**config.mk**
```make
export PLATFORM = sky130hd
export DESIGN_NAME = fetch_ctrl
export DESIGN_NICKNAME = d
export VERILOG_FILES = /design/src/rtl/fetch_pkg.sv /design/src/rtl/fetch_fifo.sv /design/src/rtl/fetch_ctrl.sv
export SDC_FILE = /design/constraint.sdc
export NUM_CORES = 1
export LEC_CHECK = 0
export CAP_MARGIN = 10
export CORE_MARGIN = 2
export CORE_UTILIZATION = 39
export CTS_CLUSTER_DIAMETER = 80
export DETAILED_ROUTE_END_ITERATION = 6
export GPL_ROUTABILITY_DRIVEN = 0
export SLEW_MARGIN = 20
export SYNTH_ARGS = -nofsm -noshare
export SYNTH_HDL_FRONTEND = slang
export SYNTH_SLANG_ARGS = --single-unit
```
**constraint.sdc**
```tcl
create_clock -name clk -period 3.3 [get_ports clk]
set_input_delay 0.66 -clock clk [delete_from_list [all_inputs] [get_ports clk]]
set_output_delay 0.66 -clock clk [all_outputs]
set_load 0.01 [all_outputs]
```
**src/rtl/fetch_pkg.sv**
```systemverilog
// Shared types and constants for the dual-issue fetch front end.
package fetch_pkg;

  localparam int INSTR_W     = 32;
  localparam int PAIR_STRIDE = 8;

  typedef enum logic [1:0] {
    RUN,
    FULL,
    FLUSH
  } fetch_state_e;

  typedef struct packed {
    logic [INSTR_W-1:0] pc;
    logic [INSTR_W-1:0] instr1;
    logic [INSTR_W-1:0] instr2;
    logic               instr2_valid;
  } fetch_pair_t;

endpackage

```
**src/rtl/fetch_fifo.sv**
```systemverilog
// Fetch buffer: power-of-two FIFO of instruction pairs with flush and occupancy.
module fetch_fifo
  import fetch_pkg::*;
#(
  parameter int unsigned DEPTH = 4
) (
  input  logic                     clk,
  input  logic                     rst_n,
  input  logic                     push_i,
  input  fetch_pair_t              push_data_i,
  input  logic                     pop_i,
  input  logic                     flush_i,
  output fetch_pair_t              head_o,
  output logic [$clog2(DEPTH):0]   occupancy_o
);

  localparam int AW = $clog2(DEPTH);

  fetch_pair_t   mem_q [DEPTH];
  logic [AW-1:0] rd_ptr_q;
  logic [AW-1:0] wr_ptr_q;
  logic [AW:0]   count_q;

  always_ff @(posedge clk or negedge rst_n) begin
    if (!rst_n) begin
      rd_ptr_q <= '0;
      wr_ptr_q <= '0;
      count_q  <= '0;
    end else if (flush_i) begin
      rd_ptr_q <= '0;
      wr_ptr_q <= '0;
      count_q  <= '0;
    end else begin
      if (push_i) wr_ptr_q <= wr_ptr_q + 1'b1;
      if (pop_i)  rd_ptr_q <= rd_ptr_q + 1'b1;
      count_q <= count_q + (AW+1)'(push_i) - (AW+1)'(pop_i);
    end
  end

  // Storage carries no reset so it can map onto plain memory.
  always_ff @(posedge clk) begin
    if (push_i && !flush_i) mem_q[wr_ptr_q] <= push_data_i;
  end

  assign head_o      = mem_q[rd_ptr_q];
  assign occupancy_o = count_q;

endmodule

```
**src/rtl/fetch_ctrl.sv**
```systemverilog
// Fetch sequencer: PC, credit-based issue FSM, fetch buffer and perf counters.
// Perf counters are built only when FETCH_PERF_CNT_EN is defined.
module fetch_ctrl
  import fetch_pkg::*;
#(
  parameter int unsigned        IMEM_BYTES = 2048,
  parameter logic [INSTR_W-1:0] RESET_PC   = '0,
  parameter int unsigned        FB_DEPTH   = 4
) (
  input  logic               clk,
  input  logic               reset,
  output logic [INSTR_W-1:0] imem_pc,
  input  logic [INSTR_W-1:0] imem_instr1,
  input  logic [INSTR_W-1:0] imem_instr2,
  input  logic               redirect_valid,
  input  logic [INSTR_W-1:0] redirect_pc,
  output logic               pair_valid,
  input  logic               pair_ready,
  output logic [INSTR_W-1:0] pair_pc,
  output logic [INSTR_W-1:0] pair_instr1,
  output logic [INSTR_W-1:0] pair_instr2,
  output logic               pair_instr2_valid,
  output logic [INSTR_W-1:0] perf_stall_cycles,
  output logic [INSTR_W-1:0] perf_redirects
);

  localparam int CW = $clog2(FB_DEPTH) + 1;
  localparam int SW = CW + 1;
  localparam logic [INSTR_W-1:0] ADDR_MASK = INSTR_W'(IMEM_BYTES - 1) & ~INSTR_W'(3);
  localparam logic [INSTR_W-1:0] LAST_WORD = INSTR_W'(IMEM_BYTES - 4);

  fetch_state_e       state_q, state_d;
  logic [INSTR_W-1:0] pc_q, pc_d;
  logic [INSTR_W-1:0] req_pc_q, req_pc_d;
  logic               req_i2v_q, req_i2v_d;
  logic               inflight_q, inflight_d;
  logic               issue, push, pop;
  logic [CW-1:0]      occ;
  logic [SW-1:0]      occ_next, credit_sum;
  fetch_pair_t        push_data, head;

  always_comb begin
    pop        = pair_valid & pair_ready;
    push       = inflight_q & ~redirect_valid;
    issue      = (state_q == RUN) & ~redirect_valid;
    pc_d       = pc_q;
    req_pc_d   = req_pc_q;
    req_i2v_d  = req_i2v_q;
    inflight_d = issue;
    if (issue) begin
      req_pc_d  = pc_q;
      req_i2v_d = (pc_q != LAST_WORD);
      // A pair starting on the last word would straddle the top of memory.
      pc_d      = (pc_q == LAST_WORD) ? '0 : ((pc_q + INSTR_W'(PAIR_STRIDE)) & ADDR_MASK);
    end
    if (redirect_valid) pc_d = redirect_pc & ADDR_MASK;

    occ_next   = redirect_valid ? '0 : (SW'(occ) + SW'(push) - SW'(pop));
    credit_sum = occ_next + SW'(inflight_d);
    if (redirect_valid)                 state_d = FLUSH;
    else if (credit_sum < SW'(FB_DEPTH)) state_d = RUN;
    else                                state_d = FULL;
  end

  always_ff @(posedge clk or negedge reset) begin
    if (!reset) begin
      state_q    <= RUN;
      pc_q       <= RESET_PC;
      req_pc_q   <= '0;
      req_i2v_q  <= 1'b0;
      inflight_q <= 1'b0;
    end else begin
      state_q    <= state_d;
      pc_q       <= pc_d;
      req_pc_q   <= req_pc_d;
      req_i2v_q  <= req_i2v_d;
      inflight_q <= inflight_d;
    end
  end

  assign push_data = '{pc: req_pc_q, instr1: imem_instr1, instr2: imem_instr2,
                       instr2_valid: req_i2v_q};

  fetch_fifo #(.DEPTH(FB_DEPTH)) u_fifo (
    .clk         (clk),
    .rst_n       (reset),
    .push_i      (push),
    .push_data_i (push_data),
    .pop_i       (pop),
    .flush_i     (redirect_valid),
    .head_o      (head),
    .occupancy_o (occ)
  );

  // Head fields read as zero while the buffer is empty.
  assign imem_pc           = pc_q;
  assign pair_valid        = (occ != '0);
  assign pair_pc           = pair_valid ? head.pc     : '0;
  assign pair_instr1       = pair_valid ? head.instr1 : '0;
  assign pair_instr2       = pair_valid ? head.instr2 : '0;
  assign pair_instr2_valid = pair_valid & head.instr2_valid;

`ifdef FETCH_PERF_CNT_EN
  logic [INSTR_W-1:0] stall_q, redir_q;

  always_ff @(posedge clk or negedge reset) begin
    if (!reset) begin
      stall_q <= '0;
      redir_q <= '0;
    end else begin
      if (pair_valid && !pair_ready) stall_q <= stall_q + 1'b1;
      if (redirect_valid)            redir_q <= redir_q + 1'b1;
    end
  end

  assign perf_stall_cycles = stall_q;
  assign perf_redirects    = redir_q;
`else
  assign perf_stall_cycles = '0;
  assign perf_redirects    = '0;
`endif

endmodule
```
* After elaboration in Yosys (flattened, before gate mapping)
Memory sizes are Yosys's and may differ from the RTL's.
Cells that the tools add are included.
** Word-level totals
- Memory bits (writable) :: 388
- Bits of input ports :: 100
- Memories :: 1
- Word-level logic and storage cells :: 48
- Register bits :: 75
- Output and inout bits :: 194
** Cells by class
- Eq/ne operators :: 2
- Mux-type cells :: 16
- Bitwise logic cells :: 5
- Magnitude comparators :: 1
- Add/subtract/negate cells :: 8
- Reductions and logical operators :: 7
** Memories
- u_fifo.mem_q :: depth 4, bits a word 97, rd ports 1, clocked after memory_dff 0, write ports 1, RTL line fetch_fifo.sv:19 : fetch_pair_t mem_q [DEPTH];
** Operator list (number)
- 32-bit two-way mux :: 5
- 32-bit by 11-bit equality test with 1-bit output, second input constant :: 1
- 32-bit by 11-bit != test with 1-bit output, second input constant :: 1
- 11-bit by 4-bit adder with 11-bit output, second input constant :: 1
- 11-bit two-way mux :: 1
- 2-bit two-way mux :: 5
- 2-bit nonzero test :: 3
- 2-bit by 1-bit adder with 2-bit output, second input constant :: 2
- 3-bit by 1-bit adder with 4-bit output :: 1
- 4-bit by 1-bit adder with 4-bit output :: 1
- 1-bit AND :: 4
- 4-bit by 3-bit < comparator with 1-bit output, second input constant :: 1
- 4-bit two-way mux :: 1
- 4-bit by 1-bit subtractor with 4-bit output :: 1
- 3-bit by 1-bit adder with 3-bit output :: 1
- 1-bit two-way mux :: 3
- 3-bit two-way mux :: 1
- 3-bit nonzero test :: 1
- 3-bit by 1-bit subtractor with 3-bit output :: 1
- 2-bit logical NOT :: 1
- 1-bit logical AND :: 1
- 1-bit logical NOT :: 1
- 1-bit inverter :: 1

* Longest topological paths before layout
Gate-level depths: netlist of the first run.
- Word-level depth :: 9
- Depth in mapped cells :: 10
- Mapped depth without buffers :: 10

* By module
From an unflattened synthesis of the first run, not the netlist that was laid out.
** Unflattened totals
- Cells, all modules :: 845
- Area total of the unflattened synthesis :: 17043.8 um^2
** By module, submodules not included
- fetch_fifo :: times used 1, area an instance 14517.7 um^2, cells each 544, sequential area each 11826.3 um^2
- fetch_ctrl :: times used 1, area an instance 2526.2 um^2, cells each 301, sequential area each 550.5 um^2

* Worst setup path before layout of the first run
OpenSTA, ideal clock, no wires.
- Kind :: in2reg
- Start point :: in redirect_valid
- End point :: mem u_fifo.mem_q[0][0] in the netlist's numbering, enable pin
- Arrival :: 2816 ps
- Data required time :: 2860 ps
- Path slack :: 44 ps
- Path buffers :: 1
- Stages :: 3
- Setup time :: 440 ps
- Cell sequence :: clkbuf_1 > nor2b_1 > and2_1
** Between the ends
- Longest elaborated chain between the ends :: 5
- Elaborated cells between the ends (all ways) :: 6
- Those cells by class :: mux: 2; bitwise: 2; reduce/logical: 2
** Ends and longest elaborated chain
- start: declaration :: RTL line fetch_ctrl.sv:15 : input logic redirect_valid,
- 1-bit inverter :: RTL line fetch_ctrl.sv:44 : push = inflight_q & ~redirect_valid;
- 1-bit AND :: RTL line fetch_ctrl.sv:44
- 1-bit logical AND (*) :: RTL line fetch_fifo.sv:42 : if (push_i && !flush_i) mem_q[wr_ptr_q] <= push_data_i;
- 1-bit two-way mux (*) :: RTL line fetch_fifo.sv:42
- 1-bit two-way mux (implied by the code) (*) :: RTL line fetch_fifo.sv:42
- end: declaration :: RTL line fetch_fifo.sv:19
Mark *: on every way between the ends. The rest lies on a longest branch, timed or not.

* Final worst setup path of the first run
- Start point :: reg u_fifo.rd_ptr_q[0]
- End point :: out pair_instr1[26]
** Between the ends
- Longest elaborated chain between the ends :: 2
** Ends and longest elaborated chain
- start: declaration :: RTL line fetch_fifo.sv:20 : logic [AW-1:0] rd_ptr_q;
- start signal: assignment :: RTL line fetch_fifo.sv:35 : if (pop_i) rd_ptr_q <= rd_ptr_q + 1'b1;
- memory read 4 x 97 bit
- 32-bit two-way mux :: RTL line fetch_ctrl.sv:99 : assign pair_instr1 = pair_valid ? head.instr1 : '0;
- end: declaration :: RTL line fetch_ctrl.sv:20 : output logic [INSTR_W-1:0] pair_instr1,
No other way between the ends.

==> results.py, run 1 <==
metrics = {
    "status": {
        "status": "finished, final reports clean",
    },
    "synth": {
        "yosysUniqueCellTypes": 42,
        "synthFlopType": "edfxtp_1",
        "yosysSeqAreaShare": 0.710,
        "netlist_top_cells_count": "296 x edfxtp_1, 114 x buf_4, 79 x and2_1",
        "synth_top_area_frac": 0.657,
        "synth_top_cell_by_area": "edfxtp_1",
        "avgSynthCellArea_um2": 18.8,
        "synth_most_common_cell": "edfxtp_1",
        "async_reset_ff_frac": 0.0892,
        "yosys-top-cells-area": "edfxtp_1 66%, mux4_2 12%, buf_4 6.3%",
        "syn_area_um2": 13500,
        "ys_ff_latch": 325,
        "postSynthCellCount": 719,
        "ys.warnings.count": 0,
        "synth_edf_count": 296,
    },
    "sta": {
        "setup_tns_ps": 0,
        "hold_violations": 0,
        "setup_violations": 0,
        "post-route-period-util": 0.963,
        "slew-limit-headroom": 0.460,
        "period_minus_slack_ps": 3180,
        "max_freq_ghz": 0.315,
        "hold_slack_ps": 517,
        "rsz0062_at_grt": "false",
        "drv_slew": 0,
        "clock-skew-final_ps": 8.96,
        "worst_pin_slew_ps": 807,
    },
    "min_path": {
        "hp-class": "reg -> reg",
    },
    "pwr": {
        "power_leakage_nw": 5.53,
        "vdd_ir_drop_max_mv": 0.405,
        "powerDensity_nw_per_um2": 746,
    },
    "global_routing": {
        "antenna_found_initial": 0,
        "grt_max_degree": 75,
        "grt_pass1_vias": 6636,
        "grt-ovfl-total": 0,
        "grt_pass1_wl_um": 38500,
        "grtUsageTotal": 0.139,
    },
    "detailed_routing": {
        "postRouteAntennaNets": 0,
        "vias": 6382,
        "avgViaCountPerCell": 4.61,
        "wirelength_um": 25200,
        "detail_route.iter0.violations": 282,
        "dr.pass1.iters": 5,
        "wire_per_inst_um": 18.2,
        "drc": 0,
    },
    "critical_path": {
        "critPathLaunchType": "register",
        "endpoint_kind": "output port",
        "crit_arrival_ps": 2520,
        "path_max_fanout": 45,
        "cp_cell_sequence": "buf_16 -> mux4_2 -> and2_1 -> clkdlybuf4s50_1",
        "critPathRequiredTime_ps": 2640,
        "slowest_stage": "mux4_2",
        "worstSetupPathType": "reg -> out",
        "max_stage_delay_ps": 550,
    },
    "clocking": {
        "cts_sinks": 325,
        "htreeDepth": 2,
        "cts_made_buffers": 35,
        "tritoncts": "built",
        "postCtsSetupBuffers": 0,
        "cts_hold_buf": 0,
        "clkLatencyLatePin_ps": 500,
        "clockBufferDepth": 3,
        "clockRootBuffer": "clkbuf_16",
        "cts.clk_slew.worst_paths_ps": 50,
    },
    "floorplanning": {
        "dieHeight_um": 190,
        "dieWidth_um": 190,
        "die_area_um2": 36200,
        "ios": 294,
        "rows": 68,
        "core_area_um2": 34400,
        "initial_core_util": 0.394,
    },
    "cells_and_area": {
        "nets": 1014,
        "post-route-cell-area_um2": 16400,
        "drive_above_1_share": 0.168,
        "final_core_util": 0.478,
        "syn2layout_area_growth_pct": 21.4,
        "n_antenna_cell": 0,
    },
    "job": {
        "drv_cap": 0,
    },
    "place": {
        "placed_cell_area_um2": 15300,
        "numPortBuffers": 160,
        "dp_hpwl_um": 14700,
    },
}
==> layout make-up <==
cell class	count	area, um2
Inverter	9	33.8
Clock inverter	6	78.8
Timing Repair Buffer	179	1870
Fill cell	2945	17900
Tap cell	455	569
Clock buffer	55	1000
Sequential cell	325	9620
Multi-Input combinational cell	354	3260
==> where the power goes <==
group          internal (W)  total [W]  switching, W
Sequential          0.00476    0.00492      0.000164
Combinational       0.00202    0.00364       0.00162
Clock               0.00224    0.00368       0.00145
==> final timing paths <==
kind,startpoint,endpoint,slack (ps),cells past startpoint
max,u_fifo.rd_ptr_q[0],pair_instr1[26],120,4
max reg2reg,u_fifo.occupancy_o[1],state_q[0],610,10
min in group asynchronous,reset,imem_pc[8],630,1
min reg2reg,req_pc_q[6],u_fifo.mem_q[0][71],520,0
max in group asynchronous,reset,req_i2v_q,2040,2
min,req_pc_q[6],u_fifo.mem_q[0][71],520,0
==> through the flow <==
step                      std cells  setup WS [ps]  power [W]
after floorplan                 828           44.0    0.00720
after global placement         1322            439    0.00871
after detailed placement       1322            453    0.00874
after CTS                      1383           38.0     0.0125
after global routing           1383          0.512     0.0129
final                          1383            121     0.0123
==> worst max-delay path, delay by kind of cell (launching register included) <==
kind | cells | cell delay [ps]
buffers and inverters | 2 | 820
flip-flops | 1 | 450
multiplexers | 1 | 550
AND/OR/NAND/NOR | 1 | 170
==> cell families (layout without fill, tap and decap cells) <==
kind of cell / count (synthesis) / in the layout / share of synthesized area
compound gates: 20 / 20 / 0.00878
xor+xnor: 8 / 8 / 0.00518
fa+ha+maj: 10 / 10 / 0.00980
buf+inv: 149 / 249 / 0.0801
flops: 325 / 325 / 0.710
mux: 85 / 85 / 0.132
other cells: 1 / 110 / 0.000277
simple gates: 121 / 121 / 0.0531
==> cells in the final DEF, fill, tap and decap left out, types with 9 or more instances in the layout <==
| cell type | instances |
|---|---|
| mux4_2 | 74 |
| conb_1 | 110 |
| dfrtp_1 | 27 |
| nand2_1 | 10 |
| inv_1 | 9 |
| and2_1 | 75 |
| mux2_2 | 9 |
| edfxtp_1 | 296 |
| ha_1 | 9 |
| clkbuf_1 | 17 |
| clkdlybuf4s50_1 | 159 |
| buf_4 | 10 |
| clkbuf_16 | 37 |
==> sequential cells by signal, indices dropped and copies added (netlist names) <==
name / cells
inflight_q: 1
state_q: 2
imem_pc: 9
u_fifo.wr_ptr_q: 2
u_fifo.mem_q: 296
req_i2v_q: 1
u_fifo.occupancy_o: 3
req_pc_q: 9
u_fifo.rd_ptr_q: 2
==> layer usage <==
layer | global-route usage | wire length (um) | vias up | part of all wire
met5 | 0 | 0 | - | 0
met4 | 0.0349 | 369 | 0 | 0.015
met3 | 0.0296 | 1150 | 35 | 0.046
met2 | 0.232 | 12500 | 150 | 0.50
met1 | 0.188 | 11200 | 3294 | 0.44
li1 | - | - | 2903 | -
==> repair_timing <==
| action | 4_1_cts | 5_1_grt |
|---|---|---|
| endpoints found under the setup margin | 0 | 12 |
| resized for setup | 0 | 2 |
| endpoints found under the hold margin | 0 | 0 |
No activity file was read; power rests on OpenSTA's default activity.
==> run 2: changes to the inputs <==
--- a/config.mk
+++ b/config.mk
@@ -15,3 +15,4 @@
 export SYNTH_ARGS = -nofsm -noshare
 export SYNTH_HDL_FRONTEND = slang
 export SYNTH_SLANG_ARGS = --single-unit
+export TNS_END_PERCENT = 100
==> results of run 2 <==
Same layout as run 1: the final DEF is identical, and so are final timing and power.
==> run 3: changes to the inputs <==
==> constraint.sdc (replaced) <==
create_clock -name clk -period 3 [get_ports clk]
set_input_delay 0.6 -clock clk [delete_from_list [all_inputs] [get_ports clk]]
set_output_delay 0.6 -clock clk [all_outputs]
set_load 0.01 [all_outputs]
==> results.py, run 3 (synthesized netlist as in run 1, its figures left out) <==
metrics = {
    "detailed_routing": {
        "vias": 6502,
        "avgViaCountPerCell": 4.67,
        "wire_per_inst_um": 18.6,
        "detail_route.iter0.violations": 296,
        "dr.pass1.iters": 4,
        "postRouteAntennaNets": 0,
        "drc": 0,
        "wirelength_um": 25800,
    },
    "place": {
        "dp_hpwl_um": 14900,
        "dp.cells": 1320,
        "placed_cell_area_um2": 15400,
        "numPortBuffers": 160,
    },
    "min_path": {
        "hp-class": "reg -> reg",
    },
    "sta": {
        "setup_tns_ps": 0,
        "post-route-period-util": 0.968,
        "clock-skew-final_ps": 17.8,
        "period_minus_slack_ps": 2900,
        "worst_pin_slew_ps": 723,
        "slew-limit-headroom": 0.516,
        "rsz0062_at_grt": "false",
        "hold_violations": 0,
        "setup_violations": 0,
        "drv_slew": 0,
        "max_freq_ghz": 0.344,
    },
    "critical_path": {
        "crit_arrival_ps": 2300,
        "critPathRequiredTime_ps": 2400,
        "slowest_stage": "mux4_2",
        "worstSetupPathType": "reg -> out",
        "max_stage_delay_ps": 560,
        "cpLargestDelayFamily": "buffers and inverters",
        "path_max_fanout": 18,
        "critPathLaunchType": "register",
        "endpoint_kind": "output port",
        "worst-path-buf-inv": 3,
        "cp_cell_sequence": "buf_12 -> buf_16 -> mux4_2 -> and2_1 -> dlygate4sd2_1",
    },
    "cells_and_area": {
        "post-route-cell-area_um2": 16500,
        "final_common_cell": "edfxtp_1",
        "nets": 1022,
        "largest_reg_flops": 296,
        "regMostFlops": "u_fifo.mem_q",
        "n_antenna_cell": 0,
        "fillerInstances": 2934,
        "drive_above_1_share": 0.184,
        "layout_common_cells": "296 x edfxtp_1, 110 x conb_1, 86 x clkdlybuf4s50_1",
        "syn2layout_area_growth_pct": 22.3,
        "stdcell_count": 1393,
    },
    "global_routing": {
        "grt_pass1_vias": 6680,
        "grt_pass1_wl_um": 38700,
        "grt_max_degree": 48,
        "grt-ovfl-total": 0,
        "grtUsageTotal": 0.141,
        "antenna_found_initial": 0,
    },
    "status": {
        "status": "finished, final reports clean",
    },
    "floorplanning": {
        "ios": 294,
        "initial_core_util": 0.394,
        "core_area_um2": 34400,
        "dieHeight_um": 190,
        "rows": 68,
        "die_area_um2": 36200,
        "dieWidth_um": 190,
    },
    "job": {
        "drv_cap": 0,
    },
    "pwr": {
        "power_leakage_nw": 5.85,
        "combPwrFrac": 0.290,
        "p_sw_w": 0.00371,
        "vdd_ir_drop_max_mv": 0.517,
        "total_power_w": 0.0134,
        "powerDensity_nw_per_um2": 809,
        "power_frac_seq": 0.404,
        "p_sw_frac": 0.277,
        "cell_internal_pwr_w": 0.00968,
        "p_clk_frac": 0.307,
    },
    "clocking": {
        "clockRootBuffer": "clkbuf_16",
        "cts.clk_slew.worst_paths_ps": 60,
        "cts_sinks": 325,
        "tritoncts": "built",
        "clkLatencyLatePin_ps": 510,
        "htreeDepth": 2,
        "cts_made_buffers": 36,
        "clockBufferDepth": 3,
    },
}
==> run 3: changes by cell type in the layout (fill, tap and decap cells not counted), moves of 2 or more <==
cell	delta
buf_12	+5
buf_16	+4
buf_4	-3
clkbuf_1	-10
clkdlybuf4s50_1	-73
clkinv_1	+5
clkinv_2	+3
clkinvlp_4	+2
dlygate4sd2_1	+72
inv_6	+3
==> run 3: cell type report <==
type,count,area [um2],area share
Clock buffer,46,980,0.0592
Multi-Input combinational cell,354,3260,0.197
Sequential cell,325,9620,0.581
Tap cell,455,569,0.0344
Timing Repair Buffer,186,1960,0.119
Inverter,9,33.8,0.00204
Clock inverter,18,124,0.00749
==> run 3: worst reg2reg max path, stage by stage (launching register included) <==
cell      delay [ps]
dfrtp_1          390
or3_2            520
and2_1           200
ha_1             270
inv_1             40
ha_1             210
fa_1             380
xor2_1           190
nand4_1          100
a21oi_1           40
a311oi_1         250
==> run 3: through the flow <==
| step | hold slack, ps | utilization | worst slack, ps |
|---|---|---|---|
| after floorplan | 304 | - | 525 |
| after global placement | 502 | 0.447 | 168 |
| after detailed placement | 509 | 0.447 | 169 |
| after CTS | 522 | 0.482 | 2.35 |
| after global routing | 554 | 0.481 | 9.78 |
| final | 517 | 0.481 | 96.2 |
==> run 3: worst paths after layout <==
check | slack [ps] | depth (start not counted) | start | end
max in group asynchronous | 1800 | 2 | reset | imem_pc[7]
worst max register to register | 290 | 10 | u_fifo.occupancy_o[1] | state_q[0]
min in group asynchronous | 530 | 1 | reset | imem_pc[2]
worst min register to register | 520 | 0 | req_pc_q[9] | u_fifo.mem_q[3][74]
worst max-delay path | 100 | 5 | u_fifo.rd_ptr_q[0] | pair_pc[7]
worst min-delay path | 520 | 0 | req_pc_q[9] | u_fifo.mem_q[3][74]
==> run 3: repair_timing <==
item / CTS / global route
resized for setup: 83 / 2
cloned: 3 / 0
buffers inserted: 6 / 0
setup endpoints to repair: 74 / 2
hold buffers: 0 / 0
==> run 3: metal layers <==
metal	GRT usage	wire (um)
met1	0.184	11000
met2	0.241	13100
met3	0.0278	1210
met4	0.0408	530
met5	0	0
==> run 3: power by group through the flow <==
stage / Clock (W) / Sequential [W] / Combinational [W]
after floorplan: 0 / 0.00543 / 0.00249
final: 0.00411 / 0.00540 / 0.00388
after global routing: 0.00440 / 0.00544 / 0.00424
after detailed placement: 0 / 0.00550 / 0.00409
after global placement: 0 / 0.00548 / 0.00409
after CTS: 0.00424 / 0.00541 / 0.00400
